--- src/rtl/capture_ctrl_if.sv ---
// capture_ctrl_if: shared RAM port of the three channel RAMs plus the readout stream handshake
interface capture_ctrl_if;
    logic       rclk;
    logic       en;
    logic       we;
    logic [8:0] addr;
    logic       dump_start;
    logic       dump_stall;
    logic       smp_vld;
    logic [8:0] smp_idx;

    modport master (
        output rclk, en, we, addr, smp_vld, smp_idx,
        input  dump_start, dump_stall
    );

    modport slave (
        input  rclk, en, we, addr, smp_vld, smp_idx,
        output dump_start, dump_stall
    );
endinterface

--- src/rtl/capture_ctrl.sv ---
// capture_ctrl: pre/post-trigger ring-buffer capture sequencer with decimation and stallable readout
module capture_ctrl (
    input  logic           clk,
    input  logic           rst_n,
    input  logic           trig1,
    input  logic           trig2,
    input  logic           trig_src,
    input  logic           trig_edge,
    input  logic [8:0]     trig_pos,
    input  logic [3:0]     dec,
    input  logic           arm,
    output logic           adc_clk,
    output logic [8:0]     trig_addr,
    output logic           busy,
    output logic           capture_done,
    capture_ctrl_if.master bus
);
    typedef enum logic [2:0] {IDLE, PRE, ARMED, POST, DONE, DUMP} state_t;

    state_t      state, state_nx;
    logic        ph, sel_d, flag, pend;
    logic [1:0]  t1_s, t2_s;
    logic [14:0] dcnt, mask;
    logic [8:0]  wp, cnt, pend_idx, pre_n;
    logic [9:0]  i;
    logic        sel, edge_det, wslot, capturing, wr, rd, vld, start, dump_go;

    assign mask      = 15'((16'd1 << dec) - 16'd1);
    assign wslot     = ph && ((dcnt & mask) == '0);
    assign capturing = state == PRE || state == ARMED || state == POST;
    assign wr        = capturing && wslot;
    // i[9] marks that all 512 entries have been presented
    assign rd        = state == DUMP && ph && !bus.dump_stall && !i[9];
    assign vld       = ph && pend;
    assign start     = arm && (state == IDLE || state == DONE);
    assign dump_go   = state == DONE && !arm && bus.dump_start;
    assign pre_n     = 9'd511 - trig_pos;
    assign sel       = trig_src ? t2_s[1] : t1_s[1];
    assign edge_det  = trig_edge ? (sel && !sel_d) : (!sel && sel_d);

    always_ff @(posedge clk or negedge rst_n) begin
        if (!rst_n) begin
            state     <= IDLE;
            ph        <= 1'b0;
            t1_s      <= '0;
            t2_s      <= '0;
            sel_d     <= 1'b0;
            flag      <= 1'b0;
            dcnt      <= '0;
            wp        <= '0;
            cnt       <= '0;
            i         <= '0;
            pend      <= 1'b0;
            pend_idx  <= '0;
            trig_addr <= '0;
        end else begin
            state     <= state_nx;
            ph        <= ~ph;
            t1_s      <= {t1_s[0], trig1};
            t2_s      <= {t2_s[0], trig2};
            sel_d     <= sel;
            // edges only count while armed; a pending edge is spent on the next write slot
            flag      <= state == ARMED && !(wslot && flag) && (flag || edge_det);
            dcnt      <= start ? '0 : ph ? dcnt + 15'd1 : dcnt;
            wp        <= start ? '0 : wr ? wp + 9'd1 : wp;
            cnt       <= (start || state == ARMED) ? '0 : wr ? cnt + 9'd1 : cnt;
            trig_addr <= (state == ARMED && wr && flag) ? wp : trig_addr;
            i         <= dump_go ? '0 : rd ? i + 10'd1 : i;
            pend      <= rd || (pend && !ph);
            pend_idx  <= rd ? i[8:0] : pend_idx;
        end
    end

    always_comb begin
        state_nx = state;
        case (state)
            IDLE:    state_nx = arm ? (trig_pos == 9'd511 ? ARMED : PRE) : IDLE;
            PRE:     state_nx = (wr && cnt == pre_n - 9'd1) ? ARMED : PRE;
            ARMED:   state_nx = (wr && flag) ? (trig_pos == 9'd0 ? DONE : POST) : ARMED;
            POST:    state_nx = (wr && cnt == trig_pos - 9'd1) ? DONE : POST;
            DONE:    state_nx = arm ? (trig_pos == 9'd511 ? ARMED : PRE) : bus.dump_start ? DUMP : DONE;
            DUMP:    state_nx = (vld && pend_idx == 9'd511) ? DONE : DUMP;
            default: state_nx = IDLE;
        endcase
    end

    assign adc_clk      = ph;
    assign bus.rclk     = ~ph;
    assign bus.en       = wr || rd;
    assign bus.we       = wr;
    assign bus.addr     = state == DUMP ? wp + i[8:0] : wp;
    assign bus.smp_vld  = vld;
    assign bus.smp_idx  = pend_idx;
    assign busy         = capturing || state == DUMP;
    assign capture_done = state == DONE;
endmodule

--- src/flat_wrapper.sv ---
// flat-port wrapper written by rule: the top's interface ports become plain ports
module capture_ctrl_flat 
  (clk, rst_n, trig1, trig2, trig_src, trig_edge, trig_pos, dec, arm, adc_clk, trig_addr, busy, capture_done, bus_rclk, bus_en, bus_we, bus_addr, bus_smp_vld, bus_smp_idx, bus_dump_start, bus_dump_stall);
  capture_ctrl_if bus_i ();
  input  logic clk;
  input  logic rst_n;
  input  logic trig1;
  input  logic trig2;
  input  logic trig_src;
  input  logic trig_edge;
  input  logic [8:0] trig_pos;
  input  logic [3:0] dec;
  input  logic arm;
  output logic adc_clk;
  output logic [8:0] trig_addr;
  output logic busy;
  output logic capture_done;
  output wire logic [$bits(bus_i.rclk)-1:0] bus_rclk;
  output wire logic [$bits(bus_i.en)-1:0] bus_en;
  output wire logic [$bits(bus_i.we)-1:0] bus_we;
  output wire logic [$bits(bus_i.addr)-1:0] bus_addr;
  output wire logic [$bits(bus_i.smp_vld)-1:0] bus_smp_vld;
  output wire logic [$bits(bus_i.smp_idx)-1:0] bus_smp_idx;
  input wire logic [$bits(bus_i.dump_start)-1:0] bus_dump_start;
  input wire logic [$bits(bus_i.dump_stall)-1:0] bus_dump_stall;
  assign bus_rclk = bus_i.rclk;
  assign bus_en = bus_i.en;
  assign bus_we = bus_i.we;
  assign bus_addr = bus_i.addr;
  assign bus_smp_vld = bus_i.smp_vld;
  assign bus_smp_idx = bus_i.smp_idx;
  assign bus_i.dump_start = bus_dump_start;
  assign bus_i.dump_stall = bus_dump_stall;
  capture_ctrl u_core (.clk(clk), .rst_n(rst_n), .trig1(trig1), .trig2(trig2), .trig_src(trig_src), .trig_edge(trig_edge), .trig_pos(trig_pos), .dec(dec), .arm(arm), .adc_clk(adc_clk), .trig_addr(trig_addr), .busy(busy), .capture_done(capture_done), .bus(bus_i));
endmodule
--- config.mk ---
export PLATFORM = sky130hd
export DESIGN_NAME = capture_ctrl_flat
export DESIGN_NICKNAME = d
export VERILOG_FILES = /design/src/rtl/capture_ctrl_if.sv /design/src/rtl/capture_ctrl.sv /design/src/flat_wrapper.sv
export SDC_FILE = /design/constraint.sdc
export NUM_CORES = 1
export LEC_CHECK = 0
export BUFFER_PORTS_ARGS = -buffer_cell sky130_fd_sc_hd__buf_2
export CAP_MARGIN = 40
export CORE_ASPECT_RATIO = 1.25
export CORE_MARGIN = 5
export CORE_UTILIZATION = 56
export DETAILED_ROUTE_END_ITERATION = 10
export PLACE_DENSITY_LB_ADDON = 0.12
export SLEW_MARGIN = 40
export SYNTH_ARGS = -nofsm -noshare
export SYNTH_HDL_FRONTEND = slang
export SYNTH_SLANG_ARGS = --single-unit
--- constraint.sdc ---
create_clock -name clk -period 3.6 [get_ports clk]
set_input_delay 0.36 -clock clk [delete_from_list [all_inputs] [get_ports clk]]
set_output_delay 0.36 -clock clk [all_outputs]
set_load 0.02 [all_outputs]
# Word level (Yosys, flattened, before mapping)
# Cells that the tools add are included.
# totals
input_bits	22
output_inout_bits	34
reg_bits	72
# op_classes
n_reduce_logical	43
muxes	21
shifts	1
eq_ne	9
n_addsub	9
bitwise	2
# op_table
op	count
$mux W9	5
$mux W15	2
$logic_and A1 B1 Y1	21
$mux W10	2
$add A9 B1 Y9 const B	2
$eq A9 B9 Y1	2
$eq A9 B9 Y1 const B	2
$pmux W3 S6	1
$sub A9 B1 Y9 const B	2
$add A15 B1 Y15 const B	1
$and A15 B15 Y15	1
$logic_not A15 Y1	1
$mux W3	5
$shl A1 B4 Y15 const A	1
$sub A15 B1 Y15 const B	1
$add A10 B1 Y10 const B	1
$add A9 B9 Y9	1
$logic_not A9 Y1	1
$sub A9 B9 Y9 const A	1
$logic_or A1 B1 Y1	8
$reduce_bool A2 Y1	4
$logic_not A1 Y1	7
$eq A3 B2 Y1 const B	2
$eq A3 B3 Y1 const B	2
5 further kinds	9

# Longest topological paths before layout
# depth
word_depth	9
ltp_mapped	13
mapped_depth_nobuf	10

# Worst setup path before layout
# No wires, ideal clock.
# synth_timing
path_kind	input to register
start	in dec[1]
end	reg u_core.state[0]
required_time_ns	3.480
slack_ns	0.888
cell_stages	12
arrival_ns	2.592
n_path_buf	2
cell_sequence	buf_2 > nor3_1 > nand2b_1 > ha_1 > buf_2 > or3_1 > a21oi_1 > nor4_1 > and3_1 > and3_1 > a2111o_1 > a31o_1
# synth_between
elab_chain_cells	9
word_cells_on_any_way	13
# synth_lines
element	line	source
from (decl)	flat_wrapper.sv:12	input logic [3:0] dec;
$shl A1 B4 Y15 *	capture_ctrl.sv:28	assign mask = 15'((16'd1 << dec) - 16'd1);
$sub A15 B1 Y15 *	capture_ctrl.sv:28	
$and A15 B15 Y15 *	capture_ctrl.sv:29	assign wslot = ph && ((dcnt & mask) == '0);
$logic_not A15 Y1 *	capture_ctrl.sv:29	
$logic_and A1 B1 Y1 *	capture_ctrl.sv:29	
$logic_and A1 B1 Y1 *	capture_ctrl.sv:31	assign wr = capturing && wslot;
$logic_and A1 B1 Y1, on equally long branches	capture_ctrl.sv:80, capture_ctrl.sv:78, capture_ctrl.sv:79	
$mux W3 (tied with other cells)	capture_ctrl.sv:80	POST: state_nx = (wr && cnt == trig_pos - 9'd1) ? DONE : POST;
$pmux W3 S6 *	capture_ctrl.sv:76	case (state)
net u_core.state_nx[0]	capture_ctrl.sv:20	state_t state, state_nx;
to (signal assigned)	capture_ctrl.sv:57	state <= state_nx;
to (decl)	capture_ctrl.sv:20	
# Mark *: on every way through the listed nets, which the timed path passes. The rest lies on a longest branch.
# A chain may end at the register's enable or synchronous reset.

# Worst setup path in the final report
# layout_timing
start	reg u_core.i[0]
end	out bus_addr[8]
# layout_between
elab_chain_cells	2
# layout_lines
element	line	source
from (decl)	capture_ctrl.sv:25	logic [9:0] i;
from (signal assigned)	capture_ctrl.sv:68	i <= dump_go ? '0 : rd ? i + 10'd1 : i;
$add A9 B9 Y9	capture_ctrl.sv:91	assign bus.addr = state == DUMP ? wp + i[8:0] : wp;
$mux W9	capture_ctrl.sv:91	
to (decl)	flat_wrapper.sv:21	output wire logic [$bits(bus_i.addr)-1:0] bus_addr;
# Every way passes these cells.

==> metrics.csv <==
stage,metric,value,unit
global_route,grt_util_all_layers,21.24,%
synthesis,synth_top_family_by_area,simple AND/OR/NAND/NOR gates,
placement,dp_hpwl,7.648,mm
synthesis,yosys.area_share.simple,25.25,%
route,postRouteAntennaNets,0,
timing,final-hold-violation-count,0,
route,vias_per_cell,5.853,
clocking,clk_latency,0.36,ns
critical_path,startpoint_type,register,
synthesis,netlist_area,4568,um^2
die,dieArea,10080,um^2
critical_path,crit_type,reg -> out,
synthesis,synth-compound-area-share,11.91,%
die,io_pins,56,
synthesis,syn-num-nets,555,
placement,port_buffers,55,
synthesis,ys.flop_type,dfrtp_1,
run,maxCapViolCount,0,
route,dr.pass1.iters,6,
clocking,clk_path_buf_depth,2,
clocking,root_buffer,clkbuf_8,
pwr,p_per_area,499.1,nW/um^2
pwr,p_total,0.002548,W
layout,layout_common_cells,"dfrtp_1, nand2_1, nor2_1",
synthesis,yosys_register_bits,72,
synthesis,syn_inst,516,
timing,setup_violations,0,
die,num_rows,36,
synthesis,yosys-mux-area-fraction,3.807,%
critical_path,path_cells,"ha_1, inv_1, fa_1, nor2b_1, o21ai_0, a21oi_1, o21a_1, o41ai_1, mux2i_1, xnor2_1, buf_2",
critical_path,reg2reg_slack,1.03,ns
timing,skew,0.006725,ns
critical_path,slowest_stage,dfrtp_1,
pwr,peakVddDrop,0.3254,mV
synthesis,synth_xor_area_share,10.16,%
layout,design_area,5105,um^2
synthesis,synthArstFlopShare,100.0,%
global_route,grt_max_degree,38,
layout,nets,599,
run_status,outcome,completed,
critical_path,crit_family,compound AO/OA/AOI/OAI gates,
critical_path,endpoint_kind,primary output,
timing,fmax,0.3112,GHz
layout,diodes,0,
timing,finalCritPeriodShare,89.27,%
layout,syn2layout_area_growth,11.75,%
synthesis,synth-edff-count,0,
global_route,grt_pass1_wl,17.74,mm
critical_path,max_stage_delay,0.45,ns
global_route,grt_pass1_vias,3762,
layout,final_util,64.76,%
die,core-area,7883,um^2
clocking,numCtsBuffers,9,
synthesis,syn_area_per_cell,8.853,um^2
placement,placed_area,4868,um^2
route,drt_iter0_drc,165,
synthesis,yosysSeqAreaShare,39.44,%
synthesis,yosys.area_share.adder,4.821,%
timing,setup-tns-final,0,ns
synthesis,synth_warnings,0,
route,drcViolationCount,0,
pwr,leakage,2.437,nW
critical_path,critPathMaxFanout,5,
die,initial_utilization,57.95,%
worst_hold_path,hp-class,in -> reg,
global_route,grt_overflow,0,
critical_path,crit_required,3.24,ns
route,wl_per_cell,15.88,um
layout,final_common_cell,dfrtp_1,
critical_path,critPathBufInv,2,
timing,rsz0062_at_grt,false,
timing,tightest_slew,0.6450,ns
route,dr_total_vias,3863,
timing,max_slew_margin,56.71,%
clocking,clock-sinks,72,
critical_path,cp.arrival,2.85,ns
die,die_width,90.79,um
clocking,cts_tree,done,
clocking,clkSlewWorstSetupHoldPaths,0.08,ns
placement,routabilityCongestion,0.9383,
die,die-height,111.0,um
route,routed_wl,10.48,mm
clocking,htreeDepth,3,
synthesis,synth.distinct_cells,61,
timing,drv_slew,0,
layout,drive_gt1_share,18.41,%
global_route,antenna_found_initial,0,
timing,fin_crit,3.214,ns
power breakdown:
group / switching, W / internal (W) / leakage (nW) / total [W]
registers: 0.000153 / 0.000911 / 0.963 / 0.00106
clock network: 0.000333 / 0.000398 / 0.111 / 0.000732
logic: 0.000467 / 0.000285 / 1.36 / 0.000752
total: 0.000953 / 0.00159 / 2.44 / 0.00255
sequential cells by signal, indices dropped and copies added (netlist names):
register / cells
u_core.adc_clk: 1
u_core.wp: 9
u_core.pend: 1
u_core.bus.smp_idx: 9
u_core.t2_s: 2
u_core.t1_s: 2
u_core.dcnt: 15
u_core.i: 10
u_core.cnt: 9
u_core.sel_d: 1
u_core.trig_addr: 9
u_core.state: 3
u_core.flag: 1
cell type report:
cell class | instances | area [um^2]
flip-flops and latches | 72 | 1802
well taps | 95 | 118.9
repair buffers | 60 | 317.8
clock inverters | 7 | 102.6
clock buffers | 9 | 123.9
inverters | 22 | 82.58
multi-input cells | 395 | 2557
fillers | 671 | 2778
per-stage QoR:
step | setup WS [ns] | instances | hold WS [ns]
finish | 0.3863 | 660 | 0.1045
global route | 0.1286 | 660 | 0.07752
CTS | 0.3608 | 660 | 0.08625
detailed placement | 0.4873 | 643 | 0.3371
global placement | 0.5952 | 643 | 0.3324
floorplan | 0.8879 | 516 | 0.06441
cells in the mapped netlist, types with 6 or more instances:
| library cell | instances | area (um^2) |
|---|---|---|
| dfrtp_1 | 72 | 1802 |
| nand2_1 | 62 | 232.7 |
| nor2_1 | 57 | 214.0 |
| xnor2_1 | 29 | 254.0 |
| xor2_1 | 24 | 210.2 |
| nand3_1 | 23 | 115.1 |
| a21oi_1 | 22 | 110.1 |
| inv_1 | 22 | 82.58 |
| o21ai_0 | 22 | 110.1 |
| clkbuf_1 | 17 | 63.81 |
| ha_1 | 16 | 200.2 |
| nand4_1 | 16 | 100.1 |
| and3_1 | 12 | 75.07 |
| mux2_2 | 11 | 123.9 |
| nor3_1 | 9 | 45.04 |
| or3_1 | 8 | 50.05 |
| a211oi_1 | 6 | 45.04 |
| buf_2 | 6 | 30.03 |
| nor3_2 | 6 | 60.06 |
cells by family after synthesis:
| group | after synthesis |
|---|---|
| buffers and inverters | 49 |
| xor gates and xnor gates | 53 |
| and+or+nand+nor | 226 |
| DFF | 72 |
| muxes | 16 |
| AOI/OAI and AO/OA | 83 |
| adders and majority gates | 17 |
final timing paths:
| path | depth (start not counted) | endpoint | startpoint |
|---|---|---|---|
| setup / recovery | 11 | bus_addr[8] | u_core.i[0] |
| hold / removal | 1 | u_core.t2_s[0] | trig2 |
| setup reg to reg | 6 | u_core.trig_addr[8] | u_core.dcnt[8] |
| hold reg to reg | 0 | u_core.t1_s[1] | u_core.t1_s[0] |
| max in group asynchronous | 3 | u_core.t1_s[0] | rst_n |
| min in group asynchronous | 2 | u_core.cnt[3] | rst_n |
repair_timing:
item / in CTS / in global routing
hold endpoints to repair: 36 / 0
buffers inserted: 0 / 0
gates resized for setup: 0 / 0
hold buffers: 1 / 0
layer usage:
| metal | vias to the layer above | GRT usage [%] | wire [um] |
|---|---|---|---|
| li1 | 1884 | - | - |
| met1 | 1863 | 26.81 | 4565 |
| met2 | 100 | 36.26 | 5269 |
| met3 | 16 | 4.888 | 513 |
| met4 | 0 | 5.969 | 133 |
| met5 | - | 0 | 0 |
Note: power is estimated with default switching activity, not from simulation.
